**src/rtl/hazard_scoreboard.sv**
```systemverilog
// Hazard/forwarding scoreboard: tracks in-flight register writes behind decode,
// forwards the youngest ready producer per source and stalls on not-yet-valid loads.
module hazard_scoreboard #(
    parameter int DATA_W     = 32,
    parameter int RADDR_W    = 3,
    parameter int DEPTH      = 3,
    parameter int LOAD_STAGE = 1,
    parameter int CNT_W      = 16
) (
    input  logic                    clk,
    input  logic                    rst,
    input  logic                    dec_valid,
    input  logic                    dec_we,
    input  logic                    dec_load,
    input  logic [RADDR_W-1:0]      dec_rd,
    input  logic [RADDR_W-1:0]      dec_rs1,
    input  logic [RADDR_W-1:0]      dec_rs2,
    input  logic                    dec_use1,
    input  logic                    dec_use2,
    input  logic [DATA_W-1:0]       reg_data1,
    input  logic [DATA_W-1:0]       reg_data2,
    input  logic [DEPTH*DATA_W-1:0] stage_data,
    input  logic                    flush,
    input  logic                    freeze,
    output logic                    stall,
    output logic [DATA_W-1:0]       fwd_data1,
    output logic [DATA_W-1:0]       fwd_data2,
    output logic                    fwd_hit1,
    output logic                    fwd_hit2,
    output logic [CNT_W-1:0]        stall_cnt,
    output logic [CNT_W-1:0]        flush_cnt
);

    logic [DEPTH-1:0]   v_q, v_d;
    logic [DEPTH-1:0]   we_q, we_d;
    logic [DEPTH-1:0]   ld_q, ld_d;
    logic [RADDR_W-1:0] rd_q [DEPTH];
    logic [RADDR_W-1:0] rd_d [DEPTH];
    logic [CNT_W-1:0]   stall_cnt_q, stall_cnt_d;
    logic [CNT_W-1:0]   flush_cnt_q, flush_cnt_d;

    logic [RADDR_W-1:0] src_rs   [2];
    logic [1:0]         src_use;
    logic [DATA_W-1:0]  src_reg  [2];
    logic [DATA_W-1:0]  src_data [2];
    logic [1:0]         src_hit;
    logic [1:0]         src_pend;
    logic [1:0]         src_found;

    always_comb begin
        src_rs[0]  = dec_rs1;
        src_rs[1]  = dec_rs2;
        src_use    = {dec_use2, dec_use1};
        src_reg[0] = reg_data1;
        src_reg[1] = reg_data2;
    end

    // Scan from youngest (entry 0) outward; the first match shadows all older ones.
    always_comb begin
        src_hit   = '0;
        src_pend  = '0;
        src_found = '0;
        for (int unsigned s = 0; s < 2; s++) begin
            src_data[s] = src_reg[s];
            for (int unsigned k = 0; k < DEPTH; k++) begin
                if (!src_found[s] && dec_valid && src_use[s] && v_q[k] && we_q[k]
                    && (rd_q[k] == src_rs[s])) begin
                    src_found[s] = 1'b1;
                    if (!ld_q[k] || (k >= unsigned'(LOAD_STAGE))) begin
                        src_hit[s]  = 1'b1;
                        src_data[s] = stage_data[k*DATA_W +: DATA_W];
                    end else begin
                        src_pend[s] = 1'b1;
                    end
                end
            end
        end
    end

    always_comb begin
        stall     = |src_pend;
        fwd_hit1  = src_hit[0];
        fwd_hit2  = src_hit[1];
        fwd_data1 = src_data[0];
        fwd_data2 = src_data[1];
        stall_cnt = stall_cnt_q;
        flush_cnt = flush_cnt_q;
    end

    always_comb begin
        v_d         = v_q;
        we_d        = we_q;
        ld_d        = ld_q;
        rd_d        = rd_q;
        stall_cnt_d = stall_cnt_q;
        flush_cnt_d = flush_cnt_q;
        if (!freeze) begin
            for (int unsigned k = 1; k < DEPTH; k++) begin
                v_d[k]  = v_q[k-1];
                we_d[k] = we_q[k-1];
                ld_d[k] = ld_q[k-1];
                rd_d[k] = rd_q[k-1];
            end
            v_d[0]  = dec_valid & ~stall & ~flush;
            we_d[0] = dec_we;
            ld_d[0] = dec_load;
            rd_d[0] = dec_rd;
            if (stall && (stall_cnt_q != '1)) stall_cnt_d = stall_cnt_q + 1'b1;
            if (flush && (flush_cnt_q != '1)) flush_cnt_d = flush_cnt_q + 1'b1;
        end
    end

    always_ff @(posedge clk or posedge rst) begin
        if (rst) begin
            v_q         <= '0;
            we_q        <= '0;
            ld_q        <= '0;
            for (int unsigned k = 0; k < DEPTH; k++) rd_q[k] <= '0;
            stall_cnt_q <= '0;
            flush_cnt_q <= '0;
        end else begin
            v_q         <= v_d;
            we_q        <= we_d;
            ld_q        <= ld_d;
            rd_q        <= rd_d;
            stall_cnt_q <= stall_cnt_d;
            flush_cnt_q <= flush_cnt_d;
        end
    end

endmodule

```
**config.mk**
```make
export PLATFORM = sky130hd
export DESIGN_NAME = hazard_scoreboard
export DESIGN_NICKNAME = d
export VERILOG_FILES = /design/src/rtl/hazard_scoreboard.sv
export SDC_FILE = /design/constraint.sdc
export NUM_CORES = 1
export LEC_CHECK = 0
export CAP_MARGIN = 20
export CORE_ASPECT_RATIO = 1.4
export CORE_MARGIN = 10
export CORE_UTILIZATION = 38
export DETAILED_ROUTE_END_ITERATION = 12
export HOLD_SLACK_MARGIN = 0.06
export PLACE_DENSITY = 0.83
export SYNTH_ARGS = -nofsm -noshare
export SYNTH_HDL_FRONTEND = slang
export SYNTH_SLANG_ARGS = --single-unit
```
**constraint.sdc**
```tcl
create_clock -name clk -period 2.4 [get_ports clk]
set_clock_uncertainty 0.1 [all_clocks]
set_input_delay 0.48 -clock clk [delete_from_list [all_inputs] [get_ports clk]]
set_output_delay 0.48 -clock clk [all_outputs]
set_load 0.005 [all_outputs]
```
# After elaboration in Yosys (flattened, before gate mapping)
# Cells that the tools add are included.
[word_totals] reg_bits=48 input_bits=178
[op_classes] addsub=2 n_eq_ne=8 mux=22 bitwise_logic=5 n_reduce_logical=37
[op_table] cell="$mux W32" n=8
[op_table] cell="$add A16 B1 Y16 const B" n=2
[op_table] cell="$ne A16 B16 Y1 const B" n=2
[op_table] cell="$logic_and A1 B1 Y1" n=30
[op_table] cell="$eq A3 B3 Y1" n=6
[op_table] cell="$mux W1" n=14
[op_table] cell="$logic_not A1 Y1" n=4
[op_table] cell="$reduce_and A2 Y1" n=2
[op_table] cell="$not A1 Y1" n=3
[op_table] cell="$and A1 B1 Y1" n=2
[op_table] cell="$reduce_or A2 Y1" n=1

# Longest topological paths before layout
# Gate-level depths: netlist of run 1.
[logic_depth] ltp_word=19 depth_mapped=7 depth_no_buf=6

# Least setup slack after synthesis of run 1
# Ideal clock, no wire load.
[synth_path] kind="input to output" from="in dec_rs1[2]" to="out fwd_data1[10]" arrival_ps=1719 required_time_ps=1820 path_slack_ps=101 stages=7 n_path_buf=2 cell_sequence="xor2_1 -> or4_1 -> buf_2 -> nand2_4 -> buf_6 -> o22ai_1 -> a32oi_1"
[synth_via] elab_chain_cells=17 elab_cells_between_ends=21
[synth_rtl] item="start, declared" line_no="16" text="input logic [RADDR_W-1:0] dec_rs1,"
[synth_rtl] item="$eq A3 B3 Y1" line_no="67" text="&& (rd_q[k] == src_rs[s])) begin"
[synth_rtl] item="$logic_and A1 B1 Y1" line_no="67"
[synth_rtl] item="$mux W1" line_no="66" text="if (!src_found[s] && dec_valid && src_use[s] && v_q[k] && we_q[k]"
[synth_rtl] item="$logic_not A1 Y1" line_no="66"
[synth_rtl] item="$logic_and A1 B1 Y1 (4 in series)" line_no="66"
[synth_rtl] item="$logic_and A1 B1 Y1" line_no="67"
[synth_rtl] item="$mux W1" line_no="66"
[synth_rtl] item="$logic_not A1 Y1" line_no="66"
[synth_rtl] item="$logic_and A1 B1 Y1 (4 in series)" line_no="66"
[synth_rtl] item="$logic_and A1 B1 Y1" line_no="67"
[synth_rtl] item="$mux W32 (*)" line_no="66"
[synth_rtl] item="end, declared" line_no="26" text="output logic [DATA_W-1:0] fwd_data1,"
# Every way passes the cells marked *; elsewhere a longest branch is shown, timed or not.

# Worst setup path after layout of run 1
[layout_path] from="reg rd_q[7] (netlist name)" to="out fwd_data2[12]"
[layout_via] elab_chain_cells=17 elab_cells_between_ends=19
[layout_rtl] item="start, declared" line_no="37" text="logic [RADDR_W-1:0] rd_q [DEPTH];"
[layout_rtl] item="start signal, assigned" line_no="125" text="rd_q <= rd_d;"
[layout_rtl] item="$eq A3 B3 Y1 (*)" line_no="67"
[layout_rtl] item="$logic_and A1 B1 Y1 (*)" line_no="67"
[layout_rtl] item="$mux W1" line_no="66"
[layout_rtl] item="$logic_not A1 Y1" line_no="66"
[layout_rtl] item="$logic_and A1 B1 Y1 (4 in series)" line_no="66"
[layout_rtl] item="$logic_and A1 B1 Y1" line_no="67"
[layout_rtl] item="$mux W1" line_no="66"
[layout_rtl] item="$logic_not A1 Y1" line_no="66"
[layout_rtl] item="$logic_and A1 B1 Y1 (4 in series)" line_no="66"
[layout_rtl] item="$logic_and A1 B1 Y1" line_no="67"
[layout_rtl] item="$mux W32 (*)" line_no="66"
[layout_rtl] item="end, declared" line_no="27" text="output logic [DATA_W-1:0] fwd_data2,"
# Marks and branches as above.

==> results of run 1 <==
## cell families (layout without fill, tap and decap cells)
kind of cell,Yosys count,in the layout
fa+ha+maj,2,2
buf+inv,59,421
xor+xnor,46,46
other cells,0,4
mux,17,17
compound gates,198,198
simple gates,220,220
flops,48,48
## flip-flops by register name (all words and copies together), names as in the netlist
signal and flops:
flush_cnt 16, we_q 3, stall_cnt 16, ld_q 1, v_q 3, rd_q 9
## path summary, 6_finish.rpt
| path | startpoint | end | slack [ns] | cells past startpoint |
|---|---|---|---|---|
| max | rd_q[7] | fwd_data2[12] | -0.60 | 9 |
| min | rst | flush_cnt[2] | 0.43 | 3 |
| max reg2reg | rd_q[7] | stall_cnt[1] | -0.15 | 11 |
| min reg2reg | flush_cnt[15] | flush_cnt[15] | 0.43 | 1 |
| max in group asynchronous | rst | rd_q[7] | 1.52 | 3 |
| min in group clk | flush_cnt[15] | flush_cnt[15] | 0.43 | 1 |
## metal layers
metal,vias to the layer above,GRT usage
met4,2,0.165
met2,589,0.580
li1,2916,-
met3,146,0.0879
met1,3333,0.353
met5,-,0
## synth_stat cells (2+ instances only)
cell	instances
a32oi_1	32
o21ai_0	59
a21oi_1	28
mux2_2	16
and3_1	9
nand4_1	11
nor2b_1	2
xnor2_1	16
and4_1	3
clkbuf_1	31
buf_6	4
and2_1	2
o41ai_1	2
ha_1	2
o21ai_1	10
xor2_1	30
buf_1	2
nor4_2	2
a31oi_1	2
buf_4	2
nor4_1	9
buf_2	14
nor3_1	32
dfrtp_1	48
o21a_1	29
nor2_1	11
nor3_2	3
nand3_1	18
inv_1	5
o22ai_1	32
nand2_1	111
## layout make-up
class / instances / area share
repair buffers: 407 / 0.427
multi-input cells: 483 / 0.402
flip-flops and latches: 48 / 0.128
well taps: 144 / 0.0191
clock buffers: 5 / 0.0133
clock inverters: 3 / 0.00729
inverters: 6 / 0.00239
diodes: 4 / 0.00106
## timing repair
| action | CTS | global route |
|---|---|---|
| buffers inserted | 38 | 8 |
| gates cloned | 12 | 1 |
| setup endpoints to repair | 74 | 83 |
| gates resized for setup | 450 | 98 |
| pin swaps | 96 | 72 |
## cells in the final DEF (no fill, tap or decap), types with 9 or more instances in the layout
cell and count:
a32oi_1 29, nand4_1 11, nor3_1 24, dfrtp_1 45, nand3_1 16, o22ai_4 15
o21ai_2 21, nand2_2 10, buf_4 66, o21a_1 29, clkdlybuf4s50_1 201, a21oi_1 13
o21ai_0 20, xor2_1 29, xnor2_1 9, buf_12 24, mux2_2 16, o21ai_1 27
a21oi_2 14, o22ai_2 10, buf_6 30, buf_2 66, nand2_1 96
## power by group
group	internal [W]	leakage (nW)	switching, W	total (W)
Combinational	0.000782	3.26	0.000581	0.00136
Sequential	0.000903	0.623	0.000135	0.00104
Clock	0.000601	0.0944	0.000332	0.000933
Total	0.00229	3.98	0.00105	0.00333
## worst max-delay path, delay by kind of cell, from the launching register on
kind | cells | cell delay [ns]
AOI/OAI and AO/OA | 2 | 0.31
xor gates and xnor gates | 1 | 0.23
buffers and inverters | 4 | 0.76
DFF | 1 | 0.47
and+or+nand+nor | 2 | 0.34
## metrics by stage
step	area [um2]	instances	setup WS, ns	setup TNS, ns
after floorplan	4430	590	0.101	0
after global placement	7880	1035	-1.11	-69.93
after detailed placement	7880	1035	-1.12	-71.93
after CTS	8970	1090	-0.430	-23.68
after global routing	9430	1098	-0.581	-32.64
final	9440	1100	-0.603	-28.06
==> results.json, run 1 <==
{
  "status": "finished with violations",
  "violations": "setup timing",
  "wl_per_cell_um": 27.8,
  "cp-start-kind": "register",
  "fmax_mhz": 333,
  "finalCritPeriodShare": 1.25,
  "antenna_found_initial": 5,
  "cts_buffers": 5,
  "synth-compound-area-share": 0.285,
  "synthMuxAreaShare": 0.0432,
  "grt_setup_unrepaired": "yes",
  "dp_hpwl_um": 19200,
  "via_count": 6986,
  "finalPower_w": 0.00333,
  "setup_ws_ns": -0.603,
  "critPathCaptureType": "output pin",
  "vdd_ir_drop_max_mv": 0.564,
  "root_buffer": "clkbuf_16",
  "worstPathCellList": "xnor2_4, buf_4, nand4_1, buf_4, bufbuf_16, nor3_2, o21a_1, o21ai_1, buf_2",
  "row_count": 46,
  "finalNetCount": 1131,
  "final_hold_viol_count": 0,
  "yosysSeqAreaShare": 0.271,
  "min_period_ns": 3.00,
  "leakage_nw": 3.98,
  "synthSimpleGateAreaFrac": 0.242,
  "routed.top_layer": "met5",
  "worst_pin_slew_ns": 0.658,
  "critPathKind": "reg -> out",
  "ys_ff_latch": 48,
  "dr.pass1.iters": 6,
  "yosysTopAreaCell": "dfrtp_1",
  "drive_gt1_frac": 0.378,
  "drcViolationCount": 0,
  "synth_top_area_frac": 0.271,
  "synth_top_family_by_area": "compound AO/OA/AOI/OAI gates",
  "multiInputGateArea_um2": 3790,
  "grt_max_degree": 49,
  "wl_met1_um": 10300,
  "crit_slowest_cell": "dfrtp_2",
  "grt_pass1_vias": 7055,
  "dieArea_um2": 16400,
  "grt_overflow": 0,
  "synth_cells": 590,
  "slowest_delay_ns": 0.47,
  "wl_met3_um": 3050,
  "die_w_um": 111,
  "numClockSinks": 48,
  "synthesis.nets": 770,
  "synth_edf_count": 0,
  "min_path_type": "in -> async",
  "syn-mean-instance-area_um2": 7.51,
  "power_density_nw_per_um2": 353,
  "dr_wl_met2_um": 15400,
  "ios": 277,
  "ant_nets": 0,
  "synth_ff_type": "dfrtp_1",
  "drv_slew": 0,
  "yosys_warnings": 0,
  "cpMostUsedCell": "buf_4",
  "seq_area_um2": 1200,
  "portBuffers": 276,
  "synth_area_leaders": "dfrtp_1, nand2_1, o21ai_0",
  "setup_viol": 82,
  "core_um2": 11400,
  "required_ns": 1.82,
  "track_usage": 0.329,
  "start_util": 0.389,
  "critPathMaxFanout": 10,
  "path_clk_slew_ns": 0.07,
  "area_delta_synth_final_pct": 113,
  "insertion_delay_ns": 0.30,
  "grt_pass1_wl_um": 43200,
  "yosys.cell_types.count": 44,
  "gp_congestion": 1.04,
  "async_flop_share": 1.00,
  "syn-cell-area_um2": 4430,
  "n_fill_cell": 672,
  "avgViaCountPerCell": 6.35,
  "first_iter_violations": 645,
  "whs_ns": 0.427,
  "htree_levels": 2,
  "postCtsHoldBufs": 0,
  "yosys.area_share.adder": 0.00565,
  "synthXorXnorAreaFrac": 0.0909,
  "cts_tree": "yes",
  "die_y_um": 148,
  "clockBufferDepth": 2,
  "slew_headroom": 0.560,
  "max_cap_violations": 0,
  "crit_arrival_ns": 2.42,
  "post-route-util": 0.828,
  "wl_um": 30600
}
(Power assumes the default switching activity.)
==> run 2, diff against run 1 <==
ABC_CLOCK_PERIOD_IN_PS = 2400   (was not set)
==> results of run 2 <==
The final DEF is identical to that of run 1; final timing and power are the same.
